**src/rtl/fpgc_bus_pkg.sv**
```systemverilog
// Shared definitions for the system memory bus and its arbiters.
// Widths, arbiter state encoding and master identifiers.
package fpgc_bus_pkg;

    localparam int BUS_ADDR_W = 27;
    localparam int BUS_DATA_W = 32;

    typedef enum logic {
        ARB_IDLE = 1'b0,
        ARB_BUSY = 1'b1
    } arb_state_e;

    localparam logic MST_CPU = 1'b0;
    localparam logic MST_DMA = 1'b1;

endpackage

```
**src/rtl/rr_pick2.sv**
```systemverilog
// Two-way winner select, round-robin or fixed priority.
// Purely combinational; also used by the VRAM port arbiter.
module rr_pick2
    import fpgc_bus_pkg::*;
(
    input  logic [1:0] req,
    input  logic       last_grant,
    input  logic       fixed_prio,
    output logic       grant
);

    // On a tie the master that did not go last wins unless master 0 is fixed.
    always_comb begin
        grant = MST_CPU;
        unique case (req)
            2'b01:   grant = MST_CPU;
            2'b10:   grant = MST_DMA;
            2'b11:   grant = fixed_prio ? MST_CPU : ~last_grant;
            default: grant = MST_CPU;
        endcase
    end

endmodule

```
**src/rtl/bus_arbiter.sv**
```systemverilog
// Two-master memory bus arbiter: CPU (master 0) and DMA (master 1).
// Optional watchdog abort is enabled with `define BUS_ARB_TIMEOUT_EN.
module bus_arbiter
    import fpgc_bus_pkg::*;
#(
    parameter int ADDR_W         = BUS_ADDR_W,
    parameter int DATA_W         = BUS_DATA_W,
    parameter int FIXED_PRIO     = 0,
    parameter int TIMEOUT_CYCLES = 1024
) (
    input  logic              clk,
    input  logic              reset,
    input  logic [ADDR_W-1:0] m0_addr,
    input  logic [DATA_W-1:0] m0_data,
    input  logic              m0_we,
    input  logic              m0_start,
    output logic [DATA_W-1:0] m0_q,
    output logic              m0_done,
    input  logic [ADDR_W-1:0] m1_addr,
    input  logic [DATA_W-1:0] m1_data,
    input  logic              m1_we,
    input  logic              m1_start,
    output logic [DATA_W-1:0] m1_q,
    output logic              m1_done,
    output logic [ADDR_W-1:0] bus_addr,
    output logic [DATA_W-1:0] bus_data,
    output logic              bus_we,
    output logic              bus_start,
    input  logic [DATA_W-1:0] bus_q,
    input  logic              bus_done,
    output logic              owner,
    output logic              bus_err
);

    logic [ADDR_W-1:0] in_addr [2];
    logic [DATA_W-1:0] in_data [2];
    logic [1:0]        in_we;
    logic [1:0]        in_start;

    assign in_addr[0] = m0_addr;
    assign in_addr[1] = m1_addr;
    assign in_data[0] = m0_data;
    assign in_data[1] = m1_data;
    assign in_we      = {m1_we, m0_we};
    assign in_start   = {m1_start, m0_start};

    logic [1:0]        pend_q;
    logic [ADDR_W-1:0] hold_addr_q [2];
    logic [DATA_W-1:0] hold_data_q [2];
    logic [1:0]        hold_we_q;
    logic [1:0]        accept;
    logic [1:0]        req;
    logic [1:0]        clr;

    arb_state_e        state_q, state_d;
    logic              last_q;
    logic              owner_q;
    logic              win;
    logic              issue, finish, abort, tmo;
    logic              fixed_prio;

    logic              bus_start_q;
    logic [ADDR_W-1:0] bus_addr_q;
    logic [DATA_W-1:0] bus_data_q;
    logic              bus_we_q;
    logic [1:0]        done_q;
    logic [DATA_W-1:0] q_q [2];

    // A start is only taken while that master has nothing outstanding.
    assign accept     = in_start & ~pend_q;
    assign req        = pend_q | accept;
    assign fixed_prio = (FIXED_PRIO != 0);

    rr_pick2 u_pick (
        .req        (req),
        .last_grant (last_q),
        .fixed_prio (fixed_prio),
        .grant      (win)
    );

    // Per-master request latch; cleared when that master's transaction ends.
    always_ff @(posedge clk) begin
        if (reset) begin
            pend_q    <= '0;
            hold_we_q <= '0;
            for (int m = 0; m < 2; m++) begin
                hold_addr_q[m] <= '0;
                hold_data_q[m] <= '0;
            end
        end else begin
            for (int m = 0; m < 2; m++) begin
                if (accept[m]) begin
                    pend_q[m]      <= 1'b1;
                    hold_addr_q[m] <= in_addr[m];
                    hold_data_q[m] <= in_data[m];
                    hold_we_q[m]   <= in_we[m];
                end else if (clr[m]) begin
                    pend_q[m] <= 1'b0;
                end
            end
        end
    end

    // Arbiter state register.
    always_ff @(posedge clk) begin
        if (reset) state_q <= ARB_IDLE;
        else       state_q <= state_d;
    end

    // Next state: one transaction in flight at a time.
    always_comb begin
        state_d = state_q;
        unique case (state_q)
            ARB_IDLE: if (|req) state_d = ARB_BUSY;
            ARB_BUSY: if (bus_done || tmo) state_d = ARB_IDLE;
            default:  state_d = ARB_IDLE;
        endcase
    end

    // Decode issue/completion events; bus_done outside BUSY is dropped.
    always_comb begin
        issue  = (state_q == ARB_IDLE) && (|req);
        finish = (state_q == ARB_BUSY) && bus_done;
        abort  = (state_q == ARB_BUSY) && !bus_done && tmo;
        clr    = '0;
        if (finish || abort) clr[owner_q] = 1'b1;
    end

    // Registered bus and master-side outputs.
    always_ff @(posedge clk) begin
        if (reset) begin
            bus_start_q <= 1'b0;
            bus_addr_q  <= '0;
            bus_data_q  <= '0;
            bus_we_q    <= 1'b0;
            owner_q     <= MST_CPU;
            last_q      <= MST_DMA;
            done_q      <= '0;
            q_q[0]      <= '0;
            q_q[1]      <= '0;
        end else begin
            bus_start_q <= issue;
            done_q      <= '0;
            if (issue) begin
                // Winner may be a same-cycle start not yet in its latch.
                bus_addr_q <= pend_q[win] ? hold_addr_q[win] : in_addr[win];
                bus_data_q <= pend_q[win] ? hold_data_q[win] : in_data[win];
                bus_we_q   <= pend_q[win] ? hold_we_q[win] : in_we[win];
                owner_q    <= win;
            end
            if (finish || abort) begin
                done_q[owner_q] <= 1'b1;
                q_q[owner_q]    <= finish ? bus_q : '0;
                last_q          <= owner_q;
            end
        end
    end

`ifdef BUS_ARB_TIMEOUT_EN
    localparam int CNT_W = $clog2(TIMEOUT_CYCLES + 1);
    localparam logic [CNT_W-1:0] CNT_LAST = CNT_W'(TIMEOUT_CYCLES - 1);

    logic [CNT_W-1:0] cnt_q;
    logic             err_q;

    // Cycles spent in BUSY; zero on the first BUSY cycle.
    always_ff @(posedge clk) begin
        if (reset || state_q != ARB_BUSY) cnt_q <= '0;
        else                              cnt_q <= cnt_q + 1'b1;
    end

    assign tmo = (state_q == ARB_BUSY) && (cnt_q == CNT_LAST);

    // Sticky error once any transaction has been aborted.
    always_ff @(posedge clk) begin
        if (reset)      err_q <= 1'b0;
        else if (abort) err_q <= 1'b1;
    end

    assign bus_err = err_q;
`else
    logic unused_tmo_cfg;

    assign unused_tmo_cfg = (TIMEOUT_CYCLES != 0);
    assign tmo            = 1'b0;
    assign bus_err        = 1'b0;
`endif

    assign bus_start = bus_start_q;
    assign bus_addr  = bus_addr_q;
    assign bus_data  = bus_data_q;
    assign bus_we    = bus_we_q;
    assign owner     = owner_q;
    assign m0_done   = done_q[0];
    assign m1_done   = done_q[1];
    assign m0_q      = q_q[0];
    assign m1_q      = q_q[1];

endmodule
```
**config.mk**
```make
export PLATFORM = sky130hd
export DESIGN_NAME = bus_arbiter
export DESIGN_NICKNAME = d
export VERILOG_FILES = /design/src/rtl/fpgc_bus_pkg.sv /design/src/rtl/rr_pick2.sv /design/src/rtl/bus_arbiter.sv
export SDC_FILE = /design/constraint.sdc
export NUM_CORES = 1
export LEC_CHECK = 0
export BUFFER_PORTS_ARGS = -buffer_cell sky130_fd_sc_hd__buf_2
export CORE_MARGIN = 2
export CORE_UTILIZATION = 40
export CTS_CLUSTER_SIZE = 14
export DETAILED_ROUTE_END_ITERATION = 12
export GPL_TIMING_DRIVEN = 1
export PLACE_DENSITY = 0.65
export SKIP_CTS_REPAIR_TIMING = 1
export SLEW_MARGIN = 10
export SYNTH_ARGS = -nofsm -noshare
export SYNTH_HDL_FRONTEND = slang
export SYNTH_SLANG_ARGS = --single-unit
```
**constraint.sdc**
```tcl
create_clock -name clk -period 4.7 [get_ports clk]
set_input_delay 0.235 -clock clk [delete_from_list [all_inputs] [get_ports clk]]
set_output_delay 0.235 -clock clk [all_outputs]
set_load 0.01 [all_outputs]
```
==> run metrics, run 1 <==
vias=7743; Post-synth EDFFs=between 150 and 200; CP Class=flip-flop to flip-flop; status=complete, but fails checks; layout cells sized above 1=30.7%; vias per cell=5.19; largest net degree at the start of global routing=92; Static Leak=5.70 nW; clk_lat worst skew=0.52 ns; count leader, synth=and2_1; Root Driver=clkbuf_16; starting density of the core=41.0%; PD cells=410 mW/mm^2; Post-Syn Nets=1006; hold path depth=2; maximum clock frequency=380 MHz; clk sinks=~250; violated checks=hold timing; wl on met1=roughly 13000 um; met2 wire len=around 14000 um; vias in the first global route=7499; final worst-path cycle share=between 50 and 60%; 1st-pass router iterations=5; ys async rst share=0%; Die Span X=about 170 um; slew at the pin with the worst max-slew slack=1.13 ns; DR top layer=met5; worst vdd ir=322 uV; # H-tree levels=1; drt initial violations=622; unrepaired setup endpoints after global routing=false; Final Max Slew Viols=0; min Tclk post-route=2.63 ns; clock skew=0.00850 ns; CTS Buf Count=27; Max-cap violations=0; CP arrival=approximately 3 ns; share of the synthesized area in the top cell type=50.9%; Avg Cell Area, Syn=about 13 um^2; post-synthesis mux area share=6.48%; slew margin rel.=24.5%; total power draw=5.62 mW; Die Y=about 170 um; Core Rows=59; IO Count=286; Syn Inst Count=849; nature of the critical path endpoint=flip-flop; hpwl dp=~18000 um; nets=1288; adder-cell area share of the yosys netlist=0%; Residual DRC=0; fillers=2279; Yosys Warn Count=0; Crit Path Max Fanout=36; setup_tns=0 ns; flops & latches, synth=between 200 and 300; reg-to-reg slack, setup=approximately 2.1 ns; Crit path required time=5.10 ns; Hold Fails Final Rpt=6; initial antenna violation count=8; All-Layer GR Usage=19.5%; die area=0.0282 mm^2; Final setup viols=0; synthesized area=around 0.011 mm^2; ys flop type=edfxtp_1; IO Port Bufs=284; Clock Path Buffers=3; footprint of the multi-input gates=~0.0036 mm^2; GRT overflow=0; Tightest Hold Check Type=input pin to flip-flop; worst hold margin=-0.00345 ns; TritonCTS clock tree=done; Netlist cell types=35; drt wl/cell=19.5 um; R2R depth=6; largest family of logic cells by synthesized area=simple AND/OR/NAND/NOR gates; FF/Latch Area=0.00687 mm^2; Area Overhead vs Synth=27.7%; post-synth top area cell=edfxtp_1; xor/xnor share of the synthesized area=0%; Finished Core Util=52.3%; RD Place Congestion=0.754; Post-Synth Simple-Gate Area=14.8%; Placeable Area=0.0262 mm^2; first-pass GRT wire length=between 40000 and 50000 um; area fraction in compound gates after synthesis=between 10% and 20%; ranking of synthesized cells by area=edfxtp_1 (51%), dfxtp_1 (13%), and2_1 (11%); Clock transition at path regs=0.06 ns; drt total wl=approximately 29000 um; WL met3=2090 um; Commonest cells post-synth=and2_1 (183), edfxtp_1 (182), dfxtp_1 (70), nand3_1 (61), o21ai_0 (61); CP startpoint kind=flip-flop; post-route antenna net violation count=0; register area share after synthesis=63.9%
-- per-layer routing --
layer | vias up | global-route usage (%)
li1 | 3703 | -
met1 | 3705 | 26.8
met2 | 295 | 31.2
met3 | 36 | 4.61
met4 | 4 | 5.14
met5 | - | 0
-- cells in the final DEF, fill, tap and decap left out, types with 2 or more instances in the layout --
cell	synthesis	routed
a21oi_1	60	60
buf_4	1	9
edfxtp_1	182	182
nor2_4	1	3
nand2b_1	5	3
bufinv_16	0	4
buf_2	5	284
a221o_1	60	60
nand3_1	61	61
or2_2	1	2
mux2_1	60	60
diode_2	0	5
dlygate4sd3_1	0	31
clkbuf_8	0	4
nand2b_4	0	2
a211oi_1	2	2
dfxtp_1	70	70
mux2i_1	2	2
clkbuf_1	60	6
nor2_1	8	6
clkinv_2	0	3
buf_12	0	3
o21ai_0	61	61
clkbuf_16	0	27
and2_1	183	182
clkinv_1	0	2
a21oi_4	0	2
-- worst paths after layout --
| path | start | endpoint |
|---|---|---|
| hold reg to reg | bus_data[29]$_SDFFE_PP0P_ | bus_data[29]$_SDFFE_PP0P_ |
| setup / recovery | pend_q[0]$_SDFFE_PP0P_ | bus_addr[14]$_SDFFE_PP0P_ |
| hold / removal | m0_data[15] | hold_data_q[0][15]$_SDFFCE_PN0P_ |
| setup reg to reg | pend_q[0]$_SDFFE_PP0P_ | bus_addr[14]$_SDFFE_PP0P_ |
-- state kept, by name, indices dropped and copies added, names as in the netlist --
signal       flops
hold_data_q     64
owner            1
last_q           1
hold_addr_q     54
pend_q           2
bus_we           1
q_q             64
bus_addr        27
hold_we_q        2
bus_data        32
bus_start        1
state_q          1
done_q           2
-- power by group --
part / leakage [nW] / switching, mW / total (mW) / internal, mW
sequential: 2.51 / 0.0753 / 2.67 / 2.59
combinational: 2.74 / 0.424 / 0.730 / 0.306
clock: 0.449 / 0.880 / 2.22 / 1.34
total: 5.70 / 1.38 / 5.62 / 4.24
-- cell families after synthesis --
group           after synthesis
flops                       252
mux                          62
compound gates              191
other cells                   1
simple gates                268
buf+inv                      75
-- through the flow --
step	worst slack (ns)	std cells	instance area, um^2
final	2.07	1491	13700
after floorplan	2.07	849	10700
after detailed placement	2.08	1405	12400
after global placement	2.13	1405	12400
after CTS	2.04	1454	13400
after global routing	1.92	1489	13700
-- critical path, cell delays in order, from the launching register on --
cell      delay [ns]
dfxtp_1         0.46
nand2b_2        0.29
nor2_4          0.06
nor2_4          0.68
buf_12          0.33
mux2_1          0.36
a221o_1         0.30
-- area by class of cell --
| class | count | share of cell area, % |
|---|---|---|
| Antenna cell | 5 | 0.0913 |
| Clock buffer | 37 | 5.49 |
| Clock inverter | 12 | 1.22 |
| Inverter | 1 | 0.0274 |
| Multi-Input combinational cell | 522 | 26.5 |
| Sequential cell | 252 | 50.1 |
| Tap cell | 335 | 3.06 |
| Timing Repair Buffer | 327 | 13.6 |
No activity file was read; power rests on OpenSTA's default activity.
==> run 2, diff against run 1 <==
--- a/config.mk
+++ b/config.mk
@@ -11,7 +11,7 @@
 export CTS_CLUSTER_SIZE = 14
 export DETAILED_ROUTE_END_ITERATION = 12
 export GPL_TIMING_DRIVEN = 1
-export PLACE_DENSITY = 0.65
+export PLACE_DENSITY = 0.68
 export SKIP_CTS_REPAIR_TIMING = 1
 export SLEW_MARGIN = 10
 export SYNTH_ARGS = -nofsm -noshare
==> constraint.sdc (replaced) <==
create_clock -name clk -period 2.1 [get_ports clk]
set_input_delay 0.105 -clock clk [delete_from_list [all_inputs] [get_ports clk]]
set_output_delay 0.105 -clock clk [all_outputs]
set_load 0.01 [all_outputs]
==> run 2 against run 1 <==
Compared with the run above:
- the run now ends clean
- wire length grew 6.7%
- via count increased by 11%
- flip-flop and latch count is the same
- sequential share of layout area is 4.6 points lower
- non-clock buffer count is 140 higher
- maximum frequency rose by 33%
- global-route usage up 0.43 points
- clock-buffer cell count grew 3
- total power increased by 120%
- utilization is 5.3 points higher
- largest cell class unchanged
- highest routed layer unchanged
==> run metrics, run 2 (synthesized netlist as in run 1, its figures left out) <==
# H-tree levels=1 (unchanged); total power draw=12.4 mW (+120%); 1st-pass router iterations=5 (unchanged); largest registers=hold_data_q: 64 flops, q_q: 64 flops, hold_addr_q: 54 flops; most common cell after layout, fill and taps aside=buf_2; Final setup viols=0 (unchanged); Worst setup endpoint=bus_data[23]$_SDFFE_PP0P_; post-route antenna net violation count=0 (unchanged); footprint of the multi-input gates=0.00363 mm^2 (unchanged); critical path cell sequence=nand2b_2, buf_4, or2_2, buf_4, nand3_1, a21oi_1, a221o_1; min Tclk post-route=1.98 ns (-0.652 ns); Placeable Area=0.0262 mm^2 (unchanged); RD Place Congestion=0.771 (+2.3%); Core Rows=59 (unchanged); cell family with most CP delay=simple AND/OR/NAND/NOR gates; die area=0.0282 mm^2 (unchanged); Residual DRC=0 (unchanged); largest net degree at the start of global routing=61 (-34%); CP startpoint kind=flip-flop; starting density of the core=41.0% (unchanged); Area Overhead vs Synth=40.6%; maximum clock frequency=505 MHz (+33%); Root Driver=clkbuf_16; Die Span X=168 um (unchanged); Critical-path top delay cell=dfxtp_1; worst r2r dst=bus_data[23]$_SDFFE_PP0P_; CTS Buf Count=28 (+3.7%); nature of the critical path endpoint=flip-flop; PD cells=824 mW/mm^2 (+100%); final worst-path cycle share=94.2% (+38 points); pre-CTS setup slack=0.143 ns (-1.94 ns); unrepaired setup endpoints after global routing=false; Finished Core Util=57.6% (+5.3 points); CP arrival=2.40 ns (-0.64 ns); All-Layer GR Usage=19.9% (+0.43 points); worst r2r src=pend_q[0]$_SDFFE_PP0P_; vias in the first global route=7873 (+5.0%); stages on the worst setup path=7 (+1); Crit path required time=2.52 ns (-2.58 ns); Area after DPL=0.0127 mm^2 (+1.8%); drt initial violations=723 (+16%); slew at the pin with the worst max-slew slack=0.631 ns (-0.500 ns); Max-cap violations=0 (unchanged); R2R depth=7 (+1); IO Port Bufs=284 (unchanged); initial antenna violation count=4 (-4); hpwl dp=18600 um (+4.1%); Top cell by count, worst path=buf_4; first-pass GRT wire length=44600 um (+2.4%); Final Cell Area=0.0151 mm^2 (+10%); reg-to-reg slack, setup=0.12 ns (-1.95 ns); clk_lat worst skew=0.54 ns (+0.02 ns); Crit Path Max Fanout=29 (-19%); clock skew=0.0151 ns (+0.00663 ns); worst vdd ir=570 uV (+77%); layout cells sized above 1=28.1% (-2.5 points); fillers=2088 (-8.4%); nets=1429 (+11%); Crit path largest cell delay=0.38 ns (-0.30 ns); Static Leak=6.31 nW (+11%); vias per cell=5.28 (+1.8%); clk sinks=252 (unchanged); CP Class=flip-flop to flip-flop; vias=8625 (+11%); FF/Latch Area=0.00687 mm^2 (unchanged); GRT overflow=0 (unchanged); TritonCTS clock tree=done; Tightest Hold Check Type=input pin to flip-flop; slew margin rel.=57.9% (+33 points); setup_tns=0 ns (unchanged); final setup margin=0.121 ns (-1.95 ns); status=finished, final reports clean; Die Y=168 um (unchanged); Hold Fails Final Rpt=0 (-6); commonest cells after routing, fill and taps aside=buf_2 (284), and2_1 (182), edfxtp_1 (182); worst hold margin=0.0160 ns (+0.0194 ns); Worst setup startpoint=pend_q[0]$_SDFFE_PP0P_; Clock Path Buffers=3 (unchanged); DP Cell Count=1420 (+1.1%); CP Buf/Inv Count=2 (+1); Clock transition at path regs=0.06 ns (about the same); drt total wl=31000 um (+6.7%); Final Max Slew Viols=0 (unchanged); final cell count without fillers=1632 (+9.5%); drt wl/cell=19.0 um (-2.5%); IO Count=286 (unchanged)
-- run 2: changes by cell type in the layout (fill, tap and decap cells not counted), sizes merged --
| cell | change |
|---|---|
| bufinv | -4 |
| diode | -2 |
| buf | +14 |
| clkinv | +4 |
| dlygate4sd3 | +126 |
| clkbuf | +3 |
-- run 2: area by class of cell --
cell class	count	share of cell area (%)
clock buffers	40	5.21
repair buffers	467	22.1
diodes	3	0.0497
inverters	1	0.0249
well taps	335	2.78
clock inverters	12	0.398
multi-input cells	522	24.0
flip-flops and latches	252	45.5
-- run 2: how the worst min path moves through the flow --
stage / slack, ns / endpoint / startpoint / depth (start not counted)
after floorplan: 0.20 / state_q$_SDFF_PP0_ / bus_done / 1
after global placement: 0.35 / state_q$_SDFF_PP0_ / bus_done / 2
after detailed placement: 0.36 / state_q$_SDFF_PP0_ / bus_done / 2
after CTS: -0.20 / state_q$_SDFF_PP0_ / bus_done / 2
after global routing: 0.04 / pend_q[0]$_SDFFE_PP0P_ / m0_start / 3
final: 0.02 / pend_q[0]$_SDFFE_PP0P_ / m0_start / 3
-- run 2: power by group --
part	internal (mW)	switching [mW]	leakage, nW
combinational	0.899	1.02	3.38
clock	2.60	1.96	0.414
sequential	5.80	0.172	2.51
total	9.29	3.16	6.31
-- run 2: worst register-to-register path, stage by stage, from the launching register on --
cell	delay [ns]
dfxtp_1	0.38
nand2b_2	0.24
buf_4	0.17
or2_2	0.31
buf_4	0.26
nand3_1	0.15
a21oi_1	0.06
a221o_1	0.29
-- run 2: metal layers --
metal  vias up  share of wire [%]  global-route usage (%)
met2       431                 48                    32.4
met5         -              0.042                       0
met4         2                2.7                    6.99
met3        66                8.0                    5.22
met1      4131                 41                    25.9
li1       3995                  -                       -
